## config.mk

```make
export PLATFORM = sky130hd
export DESIGN_NAME = blast_spread
export DESIGN_NICKNAME = d
export VERILOG_FILES = /design/src/rtl/blast_spread.sv
export SDC_FILE = /design/constraint.sdc
export NUM_CORES = 1
export LEC_CHECK = 0
export BUFFER_PORTS_ARGS = -buffer_cell sky130_fd_sc_hd__buf_2
export CAP_MARGIN = 20
export CORE_UTILIZATION = 45
export CTS_CLUSTER_DIAMETER = 50
export DETAILED_ROUTE_END_ITERATION = 10
export PLACE_DENSITY_LB_ADDON = 0.2
export SYNTH_ARGS = -nofsm -noshare
export SYNTH_HDL_FRONTEND = slang
export SYNTH_SLANG_ARGS = --single-unit
```

## constraint.sdc

```tcl
create_clock -name clk -period 4.9 [get_ports clk]
set_input_delay 0.735 -clock clk [delete_from_list [all_inputs] [get_ports clk]]
set_output_delay 0.735 -clock clk [all_outputs]
set_load 0.005 [all_outputs]
```

## src/rtl/blast_spread.sv

```systemverilog
// -----------------------------------------------------------------------------
// blast_spread
//   Turns the bomb controller's one-cycle blast pulse into a cross-shaped
//   flame. The bomb cell is latched as the flame centre. Each arm (up, down,
//   left, right) then grows by one cell per growth step, up to RANGE cells.
//   Every candidate cell is checked against the wall map first. An arm stops
//   at the first wall or at the playfield edge. The finished flame is held
//   for HOLD_FRAMES frames and then cleared.
//
// Ports
//   clk, resetN          system clock, asynchronous active-low reset
//   startOfFrame         one-cycle pulse per video frame (paces growth/hold)
//   blast                one-cycle explosion pulse
//   bomb_topLeftX/Y      bomb top-left pixel position, sampled with blast
//   pixelX/Y             current VGA pixel
//   map_req              one-cycle wall-map lookup strobe
//   map_col/map_row      lookup cell, held through the response cycle
//   map_wall             lookup result, valid the cycle after map_req
//   flame_DR             drawing request for the current pixel (combinational)
//   flame_active         explosion in progress
//   reach_up/down/left/right  current arm lengths in cells
//   busy                 controller is not idle
// -----------------------------------------------------------------------------
module blast_spread #(
  parameter int CELL_LOG2   = 5,
  parameter int RANGE       = 3,
  parameter int STEP_FRAMES = 4,
  parameter int HOLD_FRAMES = 30,
  parameter int GRID_COLS   = 20,
  parameter int GRID_ROWS   = 15
) (
  input  logic               clk,
  input  logic               resetN,
  input  logic               startOfFrame,
  input  logic               blast,
  input  logic signed [10:0] bomb_topLeftX,
  input  logic signed [10:0] bomb_topLeftY,
  input  logic        [10:0] pixelX,
  input  logic        [10:0] pixelY,
  output logic               map_req,
  output logic        [4:0]  map_col,
  output logic        [3:0]  map_row,
  input  logic               map_wall,
  output logic               flame_DR,
  output logic               flame_active,
  output logic        [1:0]  reach_up,
  output logic        [1:0]  reach_down,
  output logic        [1:0]  reach_left,
  output logic        [1:0]  reach_right,
  output logic               busy
);

  localparam int CNT_MAX = (HOLD_FRAMES > STEP_FRAMES) ? HOLD_FRAMES : STEP_FRAMES;
  localparam int CNT_W   = $clog2(CNT_MAX + 1);

  localparam logic [CNT_W-1:0] HOLD_CNT = CNT_W'(HOLD_FRAMES);
  localparam logic [CNT_W-1:0] STEP_CNT = CNT_W'(STEP_FRAMES);
  localparam logic [1:0]       RANGE_L  = 2'(RANGE);
  localparam logic signed [6:0] COLS_S  = 7'(GRID_COLS);
  localparam logic signed [6:0] ROWS_S  = 7'(GRID_ROWS);

  // Direction encoding doubles as the index into reach_r / blocked_r.
  localparam logic [1:0] DIR_UP    = 2'd0;
  localparam logic [1:0] DIR_DOWN  = 2'd1;
  localparam logic [1:0] DIR_LEFT  = 2'd2;
  localparam logic [1:0] DIR_RIGHT = 2'd3;

  typedef enum logic [2:0] {
    ST_IDLE  = 3'd0,
    ST_QUERY = 3'd1,
    ST_WAIT  = 3'd2,
    ST_STEP  = 3'd3,
    ST_HOLD  = 3'd4
  } state_t;

  state_t               state_r,        state_nxt_s;
  logic [1:0]           dir_r,          dir_nxt_s;
  logic [4:0]           center_col_r,   center_col_nxt_s;
  logic [3:0]           center_row_r,   center_row_nxt_s;
  logic [3:0][1:0]      reach_r,        reach_nxt_s;
  logic [3:0]           blocked_r,      blocked_nxt_s;
  logic [CNT_W-1:0]     cnt_r,          cnt_nxt_s;
  logic [4:0]           map_col_r,      map_col_nxt_s;
  logic [3:0]           map_row_r,      map_row_nxt_s;
  logic                 flame_active_r, flame_active_nxt_s;
  logic                 busy_r,         busy_nxt_s;

  logic [10:0]          bx_cell_s, by_cell_s;
  logic                 accept_s;
  logic signed [6:0]    c_col_s, c_row_s, step_s, tgt_col_s, tgt_row_s;
  logic                 tgt_in_grid_s, at_range_s, skip_s;
  logic                 pass_end_s, all_done_s;

  // Bomb position to cell index; a negative position is rejected by its sign bit.
  assign bx_cell_s = $unsigned(bomb_topLeftX) >> CELL_LOG2;
  assign by_cell_s = $unsigned(bomb_topLeftY) >> CELL_LOG2;
  assign accept_s  = (state_r == ST_IDLE) && blast &&
                     !bomb_topLeftX[10] && !bomb_topLeftY[10] &&
                     (bx_cell_s < 11'(GRID_COLS)) && (by_cell_s < 11'(GRID_ROWS));

  // Candidate cell for the current direction, in 7-bit signed so that an
  // arm leaving row/column 0 goes negative instead of wrapping.
  assign c_col_s = $signed({2'b00, center_col_r});
  assign c_row_s = $signed({3'b000, center_row_r});
  assign step_s  = $signed({5'b00000, reach_r[dir_r]}) + 7'sd1;

  // Target cell offset from the centre along the current direction.
  always_comb begin
    tgt_col_s = c_col_s;
    tgt_row_s = c_row_s;
    case (dir_r)
      DIR_UP:    tgt_row_s = c_row_s - step_s;
      DIR_DOWN:  tgt_row_s = c_row_s + step_s;
      DIR_LEFT:  tgt_col_s = c_col_s - step_s;
      DIR_RIGHT: tgt_col_s = c_col_s + step_s;
      default:   tgt_col_s = c_col_s;
    endcase
  end

  assign tgt_in_grid_s = (tgt_col_s >= 7'sd0) && (tgt_col_s < COLS_S) &&
                         (tgt_row_s >= 7'sd0) && (tgt_row_s < ROWS_S);
  assign at_range_s    = (reach_r[dir_r] == RANGE_L);
  assign skip_s        = blocked_r[dir_r] || at_range_s || !tgt_in_grid_s;

  // Next-state and datapath updates for the spread controller.
  always_comb begin
    state_nxt_s        = state_r;
    dir_nxt_s          = dir_r;
    center_col_nxt_s   = center_col_r;
    center_row_nxt_s   = center_row_r;
    reach_nxt_s        = reach_r;
    blocked_nxt_s      = blocked_r;
    cnt_nxt_s          = cnt_r;
    map_col_nxt_s      = map_col_r;
    map_row_nxt_s      = map_row_r;
    flame_active_nxt_s = flame_active_r;
    busy_nxt_s         = busy_r;
    pass_end_s         = 1'b0;
    all_done_s         = 1'b1;

    case (state_r)
      ST_IDLE: begin
        if (accept_s) begin
          state_nxt_s        = ST_QUERY;
          dir_nxt_s          = DIR_UP;
          center_col_nxt_s   = bx_cell_s[4:0];
          center_row_nxt_s   = by_cell_s[3:0];
          reach_nxt_s        = '0;
          blocked_nxt_s      = 4'b0000;
          flame_active_nxt_s = 1'b1;
          busy_nxt_s         = 1'b1;
        end else begin
          state_nxt_s = ST_IDLE;
        end
      end
      ST_QUERY: begin
        if (skip_s) begin
          if (!tgt_in_grid_s) begin
            blocked_nxt_s[dir_r] = 1'b1;
          end else begin
            blocked_nxt_s[dir_r] = blocked_r[dir_r];
          end
          dir_nxt_s  = dir_r + 2'd1;
          pass_end_s = (dir_r == DIR_RIGHT);
        end else begin
          map_col_nxt_s = tgt_col_s[4:0];
          map_row_nxt_s = tgt_row_s[3:0];
          state_nxt_s   = ST_WAIT;
        end
      end
      ST_WAIT: begin
        if (map_wall) begin
          blocked_nxt_s[dir_r] = 1'b1;
        end else begin
          reach_nxt_s[dir_r] = reach_r[dir_r] + 2'd1;
        end
        dir_nxt_s   = dir_r + 2'd1;
        state_nxt_s = ST_QUERY;
        pass_end_s  = (dir_r == DIR_RIGHT);
      end
      ST_STEP: begin
        if (cnt_r == '0) begin
          state_nxt_s = ST_QUERY;
          dir_nxt_s   = DIR_UP;
        end else if (startOfFrame) begin
          cnt_nxt_s = cnt_r - CNT_W'(1);
        end else begin
          cnt_nxt_s = cnt_r;
        end
      end
      ST_HOLD: begin
        if (cnt_r == '0) begin
          state_nxt_s        = ST_IDLE;
          flame_active_nxt_s = 1'b0;
          busy_nxt_s         = 1'b0;
          reach_nxt_s        = '0;
        end else if (startOfFrame) begin
          cnt_nxt_s = cnt_r - CNT_W'(1);
        end else begin
          cnt_nxt_s = cnt_r;
        end
      end
      default: begin
        state_nxt_s = ST_IDLE;
      end
    endcase

    // The pass is finished once every arm is blocked or at full length.
    for (int i = 0; i < 4; i++) begin
      if (!(blocked_nxt_s[i] || (reach_nxt_s[i] == RANGE_L))) begin
        all_done_s = 1'b0;
      end else begin
        all_done_s = all_done_s;
      end
    end

    if (pass_end_s) begin
      if (all_done_s) begin
        state_nxt_s = ST_HOLD;
        cnt_nxt_s   = HOLD_CNT;
      end else begin
        state_nxt_s = ST_STEP;
        cnt_nxt_s   = STEP_CNT;
      end
    end else begin
      cnt_nxt_s = cnt_nxt_s;
    end
  end

  // State and datapath registers.
  always_ff @(posedge clk or negedge resetN) begin
    if (!resetN) begin
      state_r        <= ST_IDLE;
      dir_r          <= DIR_UP;
      center_col_r   <= 5'd0;
      center_row_r   <= 4'd0;
      reach_r        <= '0;
      blocked_r      <= 4'b0000;
      cnt_r          <= '0;
      map_col_r      <= 5'd0;
      map_row_r      <= 4'd0;
      flame_active_r <= 1'b0;
      busy_r         <= 1'b0;
    end else begin
      state_r        <= state_nxt_s;
      dir_r          <= dir_nxt_s;
      center_col_r   <= center_col_nxt_s;
      center_row_r   <= center_row_nxt_s;
      reach_r        <= reach_nxt_s;
      blocked_r      <= blocked_nxt_s;
      cnt_r          <= cnt_nxt_s;
      map_col_r      <= map_col_nxt_s;
      map_row_r      <= map_row_nxt_s;
      flame_active_r <= flame_active_nxt_s;
      busy_r         <= busy_nxt_s;
    end
  end

  // The lookup strobe is a decode of the QUERY state, so map_wall arrives in
  // the following (WAIT) cycle; the address register keeps it stable there.
  assign map_req      = (state_r == ST_QUERY) && !skip_s;
  assign map_col      = map_req ? tgt_col_s[4:0] : map_col_r;
  assign map_row      = map_req ? tgt_row_s[3:0] : map_row_r;
  assign flame_active = flame_active_r;
  assign busy         = busy_r;
  assign reach_up     = reach_r[DIR_UP];
  assign reach_down   = reach_r[DIR_DOWN];
  assign reach_left   = reach_r[DIR_LEFT];
  assign reach_right  = reach_r[DIR_RIGHT];

  // Pixel drawing request: vertical bar plus horizontal bar through the centre.
  logic [10:0] pc_s, pr_s, cc_s, cr_s;
  logic        pix_in_grid_s, vert_s, horiz_s;

  assign pc_s = pixelX >> CELL_LOG2;
  assign pr_s = pixelY >> CELL_LOG2;
  assign cc_s = {6'd0, center_col_r};
  assign cr_s = {7'd0, center_row_r};

  assign pix_in_grid_s = (pc_s < 11'(GRID_COLS)) && (pr_s < 11'(GRID_ROWS));
  assign vert_s  = (pc_s == cc_s) &&
                   ((pr_s + {9'd0, reach_up}) >= cr_s) &&
                   (pr_s <= (cr_s + {9'd0, reach_down}));
  assign horiz_s = (pr_s == cr_s) &&
                   ((pc_s + {9'd0, reach_left}) >= cc_s) &&
                   (pc_s <= (cc_s + {9'd0, reach_right}));

  assign flame_DR = flame_active_r && pix_in_grid_s && (vert_s || horiz_s);

endmodule

```

==> key figures <==
Status
  • Outcome: finished, violations left
  • Failing checks: DRC

Place
  • Gp weighted congestion: 0.844
  • Post-Place Setup Slack: 0.159 ns
  • # port buffers: 49
  • Dpl cell area: 0.00440 sq mm
  • Placed cell count: 575
  • DP Wirelength: 7690 um

Power
  • Int Pwr: 1630 uW
  • Reg power frac: 21.5%
  • PD cells: 688 mW/mm^2
  • Switching share of total power: 48.8%
  • Pleak: 0.00208 uW
  • Maximum VDD drop: 0.238 mV
  • P_sw: 1550 uW
  • Clk network pwr share: 9.1%
  • Combinational share of power: 69.3%

Cells and area
  • Multi-input gate area: 0.00289 sq mm
  • # diodes: 0
  • Most frequent cells in the layout: buf_2 (50), ha_1 (46), dfrtp_1 (40)
  • Final instance area: 0.00462 sq mm
  • Nets: 583
  • Non-filler cells, final: 589
  • Layout area overhead: 12.4%
  • Commonest non-fill, non-tap cell in the layout: buf_2
  • # fillers: 799
  • Share of post-route cells with drive strength above 1: 25.8%
  • Register Area: 0.00103 sq mm
  • Core Util, Final: 52.5%

Floorplanning
  • Io pins: 70
  • Core Area: 0.00881 sq mm
  • DIE AREA: 0.00953 sq mm
  • Die height: 97.6 um
  • Row count: 34
  • Die Wd: 97.6 um
  • Initial Util: 46.7%

Clock network
  • CTS tree: done
  • Hold_buf cts: 0
  • Cts bufs inserted: 5
  • Root Buffer: clkbuf_8
  • H-tree Lvls: 2
  • CTS Buffer Depth: 2
  • Worst-path clk slew: 0.08 ns
  • Clk sinks: 41
  • Clk_lat worst skew: 0.31 ns

GRT
  • Met1 usage: 28.5%
  • Number of global-route vias before repair: 3380
  • GR Overflow Total: 0
  • M3 GR Usage: 3.53%
  • Largest net degree at the start of global routing: 42
  • Overall Global Routing Usage: 21.5%
  • Global-route wire length before repair: 16300 um
  • Initial antenna violation count: 0
  • GRT busiest layer: met2
  • Global routing met2 resource utilization: 35.6%

Yosys
  • Synthesized area per cell: 9.59 sq um
  • Post-synth EDFFs: 0
  • Seq/Total Area, Yosys: 24.9%
  • Mapped Area: 0.00411 sq mm
  • Synth Flop Type: dfrtp_1
  • Fraction of registers with async set/reset: 100%
  • Ys Warns: 0
  • Post-Syn Instances: 429
  • Synthesized flop and latch total: 41
  • Post-Syn Nets: 532
  • Post-synth cell types: 79

Setup path
  • Setup crit start kind: flop
  • Critical Path Fanout Max: 9
  • Setup crit end kind: output port
  • Data arrival, critical path: 4.04 ns
  • Crit path kind: flop to output port
  • Data required, critical path: 4.16 ns

STA
  • Worst Max-Slew Pin Slew: 0.958 ns
  • Number of hold violations in the final report: 0
  • Final Cycle Share: 97.4%
  • Setup Total Neg Slack: 0 ns
  • Slew headroom: 36.1%
  • Pins Over Slew Limit: 0
  • Max Clock Skew: 0.0101 ns
  • Final min period: 4.77 ns
  • Fmax: 210 MHz
  • Final setup fails: 0
  • Fin worst setup slack: 0.130 ns

Routing
  • Drt drc: 7
  • Vias per cell: 5.85
  • Routed len/inst: 17.0 um
  • Total vias in the final route: 3444
  • DR pass1 iterations: 7
  • Final ANT Viol Nets: 0
  • Post-Route WL: 9990 um
  • Initial drt markers: 206

Flow run
  • Max-cap violation count: 0

Hold path
  • Hold WC Path Type: flop to flop
==> synth_stat cells (4+ instances only) <==
| cell type | number | area, sq um |
|---|---|---|
| nand3_1 | 9 | 45.0 |
| clkbuf_8 | 4 | 55.1 |
| nand2_1 | 37 | 139 |
| o21ai_0 | 23 | 115 |
| xor2_1 | 9 | 78.8 |
| nand2b_1 | 7 | 43.8 |
| nand4_1 | 6 | 37.5 |
| ha_1 | 46 | 576 |
| nor2_1 | 16 | 60.1 |
| mux2_2 | 13 | 146 |
| a211oi_1 | 7 | 52.6 |
| a32o_1 | 4 | 40.0 |
| a31oi_1 | 4 | 25.0 |
| nor3_1 | 5 | 25.0 |
| a21o_1 | 5 | 37.5 |
| a21oi_1 | 17 | 85.1 |
| clkbuf_1 | 5 | 18.8 |
| o22ai_1 | 4 | 25.0 |
| xnor2_1 | 19 | 166 |
| fa_1 | 8 | 160 |
| dfrtp_1 | 41 | 1030 |
| o21bai_1 | 4 | 30.0 |
| inv_1 | 28 | 105 |
| nor2b_1 | 14 | 87.6 |
==> metal layers <==
metal  routed length, um  vias up  share of wire [%]
met5                   0        -                  0
met4                 233        0                2.3
met3                 399       15                4.0
met2                4700       76                 47
met1                4650     1678                 47
li1                    -     1675                  -
==> critical path: stages, from the launching register on <==
cell	delay [ns]
dfrtp_2	0.46
mux4_2	0.58
ha_1	0.34
buf_4	0.20
fa_1	0.44
nor2b_1	0.15
o21ai_1	0.16
xnor2_1	0.14
a221oi_4	0.41
o2111ai_2	0.22
buf_4	0.22
mux2_2	0.28
buf_2	0.13
==> flip-flops by register name, indices dropped and copies added, names as in the netlist <==
signal / count
center_col_r: 5
cnt_r: 5
map_col_r: 5
blocked_r: 4
center_row_r: 4
map_row_r: 4
state_r: 3
dir_r: 2
reach_down: 2
reach_left: 2
reach_right: 2
reach_up: 2
busy: 1
==> final cells by class <==
class / count / area share, %
Sequential cell: 41 / 22.2
Timing Repair Buffer: 62 / 7.36
Inverter: 31 / 2.52
Clock inverter: 1 / 0.650
Multi-Input combinational cell: 339 / 62.5
Clock buffer: 7 / 1.87
Tap cell: 108 / 2.92
==> cell families after synthesis <==
kind of cell | Yosys count | synth area share (%)
adder cells (fa/ha/maj) | 54 | 17.9
AO/OA/AOI/OAI | 116 | 21.7
buffers and inverters | 49 | 6.36
flip-flops | 41 | 24.9
XOR/XNOR | 28 | 5.96
multiplexers | 16 | 5.29
AND/OR/NAND/NOR | 125 | 17.8
==> repair_timing <==
item / 4_1_cts / 5_1_grt
setup endpoints to repair: 9 / 9
endpoints found under the hold margin: 0 / 0
pin swaps: 0 / 2
cloned: 0 / 1
gates resized for setup: 3 / 16
buffers inserted: 0 / 5
==> worst paths after layout <==
check / endpoint / startpoint / depth (start not counted) / slack, ns
max in group asynchronous: dir_r[0] / resetN / 1 / 3.67
hold reg to reg: map_col_r[1] / map_col_r[1] / 2 / 0.49
min in group asynchronous: center_col_r[1] / resetN / 1 / 0.58
setup reg to reg: state_r[1] / dir_r[0] / 14 / 0.59
hold / removal: map_col_r[1] / map_col_r[1] / 2 / 0.49
setup / recovery: map_col[2] / dir_r[0] / 12 / 0.13
==> power by group through the flow <==
stage	registers [uW]	clock network, uW	logic [uW]
after floorplan	595	0	1650
after global placement	687	0	2010
after detailed placement	693	0	2060
after CTS	688	299	2090
after global routing	713	311	2450
final	685	291	2210
==> through the flow <==
stage | power [uW] | hold slack, ns
after CTS | 3080 | 0.498
final | 3180 | 0.490
after global routing | 3480 | 0.527
after detailed placement | 2750 | 0.480
after global placement | 2690 | 0.465
after floorplan | 2240 | 0.439
No activity file was read; power rests on OpenSTA's default activity.
